File: src/rtl/pulse_count_receiver.sv
// Slow-domain receiver of the fast-to-slow pulse-count handshake: captures a count
// from the sender and replays it as evenly spaced single-cycle pulses.
module pulse_count_receiver #(
   parameter int WIDTH       = 32,
   parameter int SYNC_STAGES = 2,
   parameter int PULSE_GAP   = 2
) (
   input  logic             clk,
   input  logic             rst_n,
   input  logic             valid,
   input  logic [WIDTH-1:0] count,
   output logic             ready,
   output logic             ack,
   output logic             pulse,
   output logic             busy,
   output logic [WIDTH-1:0] pending
);

   localparam int GAP_W = $clog2(PULSE_GAP + 1);

   typedef enum logic [3:0] {
      START = 4'b0001,
      IDLE  = 4'b0010,
      ACK   = 4'b0100,
      DRAIN = 4'b1000
   } state_t;

   state_t                 state_reg, state_next;
   logic [SYNC_STAGES-1:0] sync_reg;
   logic                   valid_s;
   logic [WIDTH-1:0]       remaining_reg, remaining_next;
   logic [GAP_W-1:0]       gap_reg, gap_next;
   logic                   pulse_reg, pulse_next;

   assign valid_s = sync_reg[SYNC_STAGES-1];

   always_ff @(posedge clk or negedge rst_n) begin
      if (!rst_n) begin
         sync_reg      <= '0;
         state_reg     <= START;
         remaining_reg <= '0;
         gap_reg       <= '0;
         pulse_reg     <= 1'b0;
      end else begin
         sync_reg      <= {sync_reg[SYNC_STAGES-2:0], valid};
         state_reg     <= state_next;
         remaining_reg <= remaining_next;
         gap_reg       <= gap_next;
         pulse_reg     <= pulse_next;
      end
   end

   always_comb begin
      state_next     = state_reg;
      remaining_next = remaining_reg;
      gap_next       = gap_reg;
      pulse_next     = 1'b0;

      // Emitter runs regardless of state; gap is never cleared so spacing
      // carries over into the next transaction.
      if (remaining_reg != '0 && gap_reg == '0) begin
         pulse_next     = 1'b1;
         remaining_next = remaining_reg - WIDTH'(1);
         gap_next       = GAP_W'(PULSE_GAP - 1);
      end else if (gap_reg != '0) begin
         gap_next = gap_reg - GAP_W'(1);
      end

      case (state_reg)
         START: state_next = IDLE;
         IDLE: begin
            // remaining is always zero here, so capture never collides with a decrement
            if (valid_s) begin
               remaining_next = count;
               state_next     = ACK;
            end
         end
         ACK: begin
            if (!valid_s)
               state_next = (remaining_reg != '0) ? DRAIN : IDLE;
         end
         DRAIN: begin
            if (remaining_reg == '0)
               state_next = IDLE;
         end
         default: state_next = START;
      endcase
   end

   assign ready   = state_reg[1];
   assign ack     = state_reg[2];
   assign busy    = ~state_reg[1];
   assign pulse   = pulse_reg;
   assign pending = remaining_reg;

endmodule

File: config.mk
export PLATFORM = sky130hd
export DESIGN_NAME = pulse_count_receiver
export DESIGN_NICKNAME = d
export VERILOG_FILES = /design/src/rtl/pulse_count_receiver.sv
export SDC_FILE = /design/constraint.sdc
export NUM_CORES = 1
export LEC_CHECK = 0
export ABC_AREA = 1
export CAP_MARGIN = 20
export CORE_ASPECT_RATIO = 1.75
export CORE_MARGIN = 2
export CORE_UTILIZATION = 28
export DETAILED_ROUTE_END_ITERATION = 8
export GPL_TIMING_DRIVEN = 1
export HOLD_SLACK_MARGIN = 0.15
export PLACE_DENSITY = 0.51
export SLEW_MARGIN = 20
export SYNTH_ARGS = -nofsm -noshare
export SYNTH_HDL_FRONTEND = slang
export SYNTH_SLANG_ARGS = --single-unit
File: constraint.sdc
create_clock -name clk -period 1.8 [get_ports clk]
set_input_delay 0.36 -clock clk [delete_from_list [all_inputs] [get_ports clk]]
set_output_delay 0.36 -clock clk [all_outputs]
set_load 0.02 [all_outputs]
==> impl_summary.log <==
[metrics] power density normalized to cell area: 1526 mW/mm²
[metrics] critical path launch point type: flop
[metrics] Routed Wire Length: 10.27 mm
[metrics] IR Drop Worst-Case VDD: 0.5963 mV
[metrics] Die Width: 83.96 µm
[metrics] area enclosed by the die boundary: 0.01208 mm²
[metrics] number of synthesized register bits: 41
[metrics] EDFF count, synth: 0
[metrics] worst endpoint required time: 1.44 ns
[metrics] Pre-antenna DRT Iters: 5
[metrics] standard cell core area: 0.01104 mm²
[metrics] clock input transition at the sequential cells of the worst setup and hold paths: 0.06 ns
[metrics] maximum capacitance violations: 0
[metrics] share of synthesized flip-flops with an asynchronous set or reset: 100.0%
[metrics] Hold Path Class: flop to flop
[metrics] number of placement rows: 51
[metrics] pin count of the biggest net entering global routing: 31
[metrics] CP max FO: 5
[metrics] clock sink count: 41
[metrics] Vias per Instance: 4.514
[metrics] clock latency at the later pin of the worst-skew pair: 0.29 ns
[metrics] upper clock frequency limit: 567.6 MHz
[metrics] net count after synthesis: 514
[metrics] most frequent cells after synthesis: sky130_fd_sc_hd__nand2_1, sky130_fd_sc_hd__nor2_1, sky130_fd_sc_hd__inv_1
[metrics] Yosys cell types: 32
[metrics] number of DRC violations after detailed routing: 0
[metrics] synthesis warning total: 0
[metrics] Tot Pwr: 7.153 mW
[metrics] antenna violations before repair: 0
[metrics] area share of the leading cell type in the synthesized netlist: 31.95%
[metrics] minimum clock period after layout: 1.762 ns
[metrics] Data arrival, critical path: 1.40 ns
[metrics] half-perimeter wire length of the detailed placement result: 7.871 mm
[metrics] most instantiated library cell after synthesis: sky130_fd_sc_hd__nand2_1
[metrics] synthesized instance count: 477
[metrics] worst relative slew slack: 65.63%
[metrics] number of nets with antenna violations after routing: 0
[metrics] overall routing resource usage: 16.71%
[metrics] average cell area after synthesis: 6.568 µm²
[metrics] iteration-0 DRC count of the detailed router: 111
[metrics] CTS tree: done
[metrics] number of top-level pins: 71
[metrics] measured slew at the worst slew-check pin: 0.5156 ns
[metrics] outcome: completed
[metrics] final cycle utilization of the critical path: 97.87%
[metrics] max FFs per register: 32
[metrics] final number of max-transition violations: 0
[metrics] Crit. End Element: output pin
[metrics] vias: 3286
[metrics] count of port buffers added during placement: 70
[metrics] number of buffers created by CTS: 5
[metrics] combined area of all synthesized cells: 0.003133 mm²
[metrics] final standard cell utilization of the core: 42.45%
[metrics] ratio of cells with drive above 1 in the final layout: 24.33%
[metrics] Setup TNS Final: 0 ns
[metrics] ys flop type: sky130_fd_sc_hd__dfrtp_1
[metrics] remaining global-route overflow: 0
[metrics] unrepaired setup endpoints after global routing: yes
[metrics] setup clock skew after layout: 0.004369 ns
[metrics] Finished Cell Area: 0.004686 mm²
[metrics] initial core utilization: 28.38%
[metrics] routability cong.: 0.8351
[metrics] placed standard-cell area: 0.004310 mm²
[metrics] layout-stage area growth over the synthesis result: 49.56%
[metrics] count of H-tree levels built during CTS: 2
[metrics] Diodes inserted: 0
[metrics] most area-hungry cell type in the Yosys netlist: sky130_fd_sc_hd__dfrtp_1
[metrics] vias in the first global route: 3258
[metrics] leakage: 2.347 nW
[metrics] Final #Nets: 632
[metrics] average wire length per cell after detail routing: 14.11 µm
[metrics] wire length of the first global-routing pass: 15.87 mm
[metrics] buffer depth of the longest clock path: 2
[metrics] setup slack of the most critical reg-to-reg path: 0.10 ns
[metrics] Die Ht: 143.9 µm
[metrics] sequential cell area fraction in the yosys report: 32.79%
[metrics] synth top area cells: sky130_fd_sc_hd__dfrtp_1, sky130_fd_sc_hd__nand2_1, sky130_fd_sc_hd__nor2_1, sky130_fd_sc_hd__inv_1, sky130_fd_sc_hd__nand3_1
[metrics] setup violators final: 0
[metrics] cell at the root of the clock tree: sky130_fd_sc_hd__clkbuf_16
[metrics] Hold Fails Final Rpt: 0
[metrics] start-to-end type of the worst setup path: flop to output pin
==> stage by stage <==
| step | std cells | hold slack (ns) | worst slack (ns) |
|---|---|---|---|
| 2_1_floorplan | 477 | 0.06441 | 0.09818 |
| 3_3_place_gp | 715 | 0.3558 | 0.006030 |
| 3_5_place_dp | 715 | 0.3537 | -0.002340 |
| 4_1_cts | 724 | 0.3684 | 0.0008495 |
| 5_1_grt | 728 | 0.3724 | -0.05900 |
| 6_report | 728 | 0.3598 | 0.03830 |
==> cell usage in the layout, fill, tap and decap left out, types with 7 or more instances in the layout <==
| cell | instances |
|---|---|
| sky130_fd_sc_hd__buf_4 | 45 |
| sky130_fd_sc_hd__clkdlybuf4s50_1 | 54 |
| sky130_fd_sc_hd__dfrtp_1 | 39 |
| sky130_fd_sc_hd__dlymetal6s2s_1 | 11 |
| sky130_fd_sc_hd__inv_1 | 56 |
| sky130_fd_sc_hd__nand2_1 | 158 |
| sky130_fd_sc_hd__nand2_2 | 16 |
| sky130_fd_sc_hd__nand3_1 | 26 |
| sky130_fd_sc_hd__nand3_2 | 12 |
| sky130_fd_sc_hd__nand4_1 | 11 |
| sky130_fd_sc_hd__nor2_1 | 55 |
| sky130_fd_sc_hd__nor2_2 | 15 |
| sky130_fd_sc_hd__nor2_4 | 7 |
| sky130_fd_sc_hd__or2_0 | 8 |
| sky130_fd_sc_hd__or2_2 | 18 |
| sky130_fd_sc_hd__xnor2_1 | 8 |
| sky130_fd_sc_hd__xor2_1 | 7 |
==> per-layer routing <==
metal	up-vias	global-route usage (%)	wire length [µm]	share of wire, %
met3	10	1.838	278	2.7
met2	67	33.94	5902	57
met5	-	0	0	0
met4	0	5.942	195	1.9
met1	1520	17.26	3893	38
li1	1689	-	-	-
==> logic make-up after synthesis <==
logic type      after synthesis  share of synthesized area [%]
flops                        41                          32.79
compound gates               11                          1.837
xor+xnor                     15                          4.193
simple gates                334                          49.96
fa+ha+maj                     2                         0.7986
buf+inv                      74                          10.42
==> critical path: stages, from the launching register on <==
cell and delay [ns]:
sky130_fd_sc_hd__dfrtp_1 0.35, sky130_fd_sc_hd__buf_4 0.15, sky130_fd_sc_hd__clkdlybuf4s50_1 0.61
==> power by group <==
group          total, mW  switching [mW]  leakage (nW)  internal (mW)
sequential          1.73           0.387         0.468           1.34
combinational       4.23            2.27          1.79           1.95
clock               1.20           0.406        0.0938          0.793
total               7.15            3.07          2.35           4.09
==> area by class of cell <==
type | instances | area (µm²)
clock buffer | 5 | 125.1
tap | 132 | 165.2
clock inverter | 3 | 65.06
inverter | 62 | 232.7
fill | 1184 | 6354
sequential | 41 | 1028
multi-input combinational | 364 | 1912
timing repair buffer | 121 | 1157
==> worst paths after layout <==
check / to / from / depth (start not counted)
max: pending[23] / pending[23] / 2
min: sync_reg[1] / sync_reg[0] / 0
max reg2reg: pending[25] / pending[1] / 11
min reg2reg: sync_reg[1] / sync_reg[0] / 0
max in group asynchronous: state_reg[0] / rst_n / 3
min in group asynchronous: pulse / rst_n / 2
==> repair_timing <==
item | 4_1_cts | 5_1_grt
setup endpoints to repair | 5 | 42
gates cloned | 0 | 3
hold buffers | 1 | 0
pin swaps | 0 | 8
resized for setup | 7 | 40
endpoints found under the hold margin | 19 | 0
buffers inserted | 0 | 1
(Power assumes the default switching activity.)
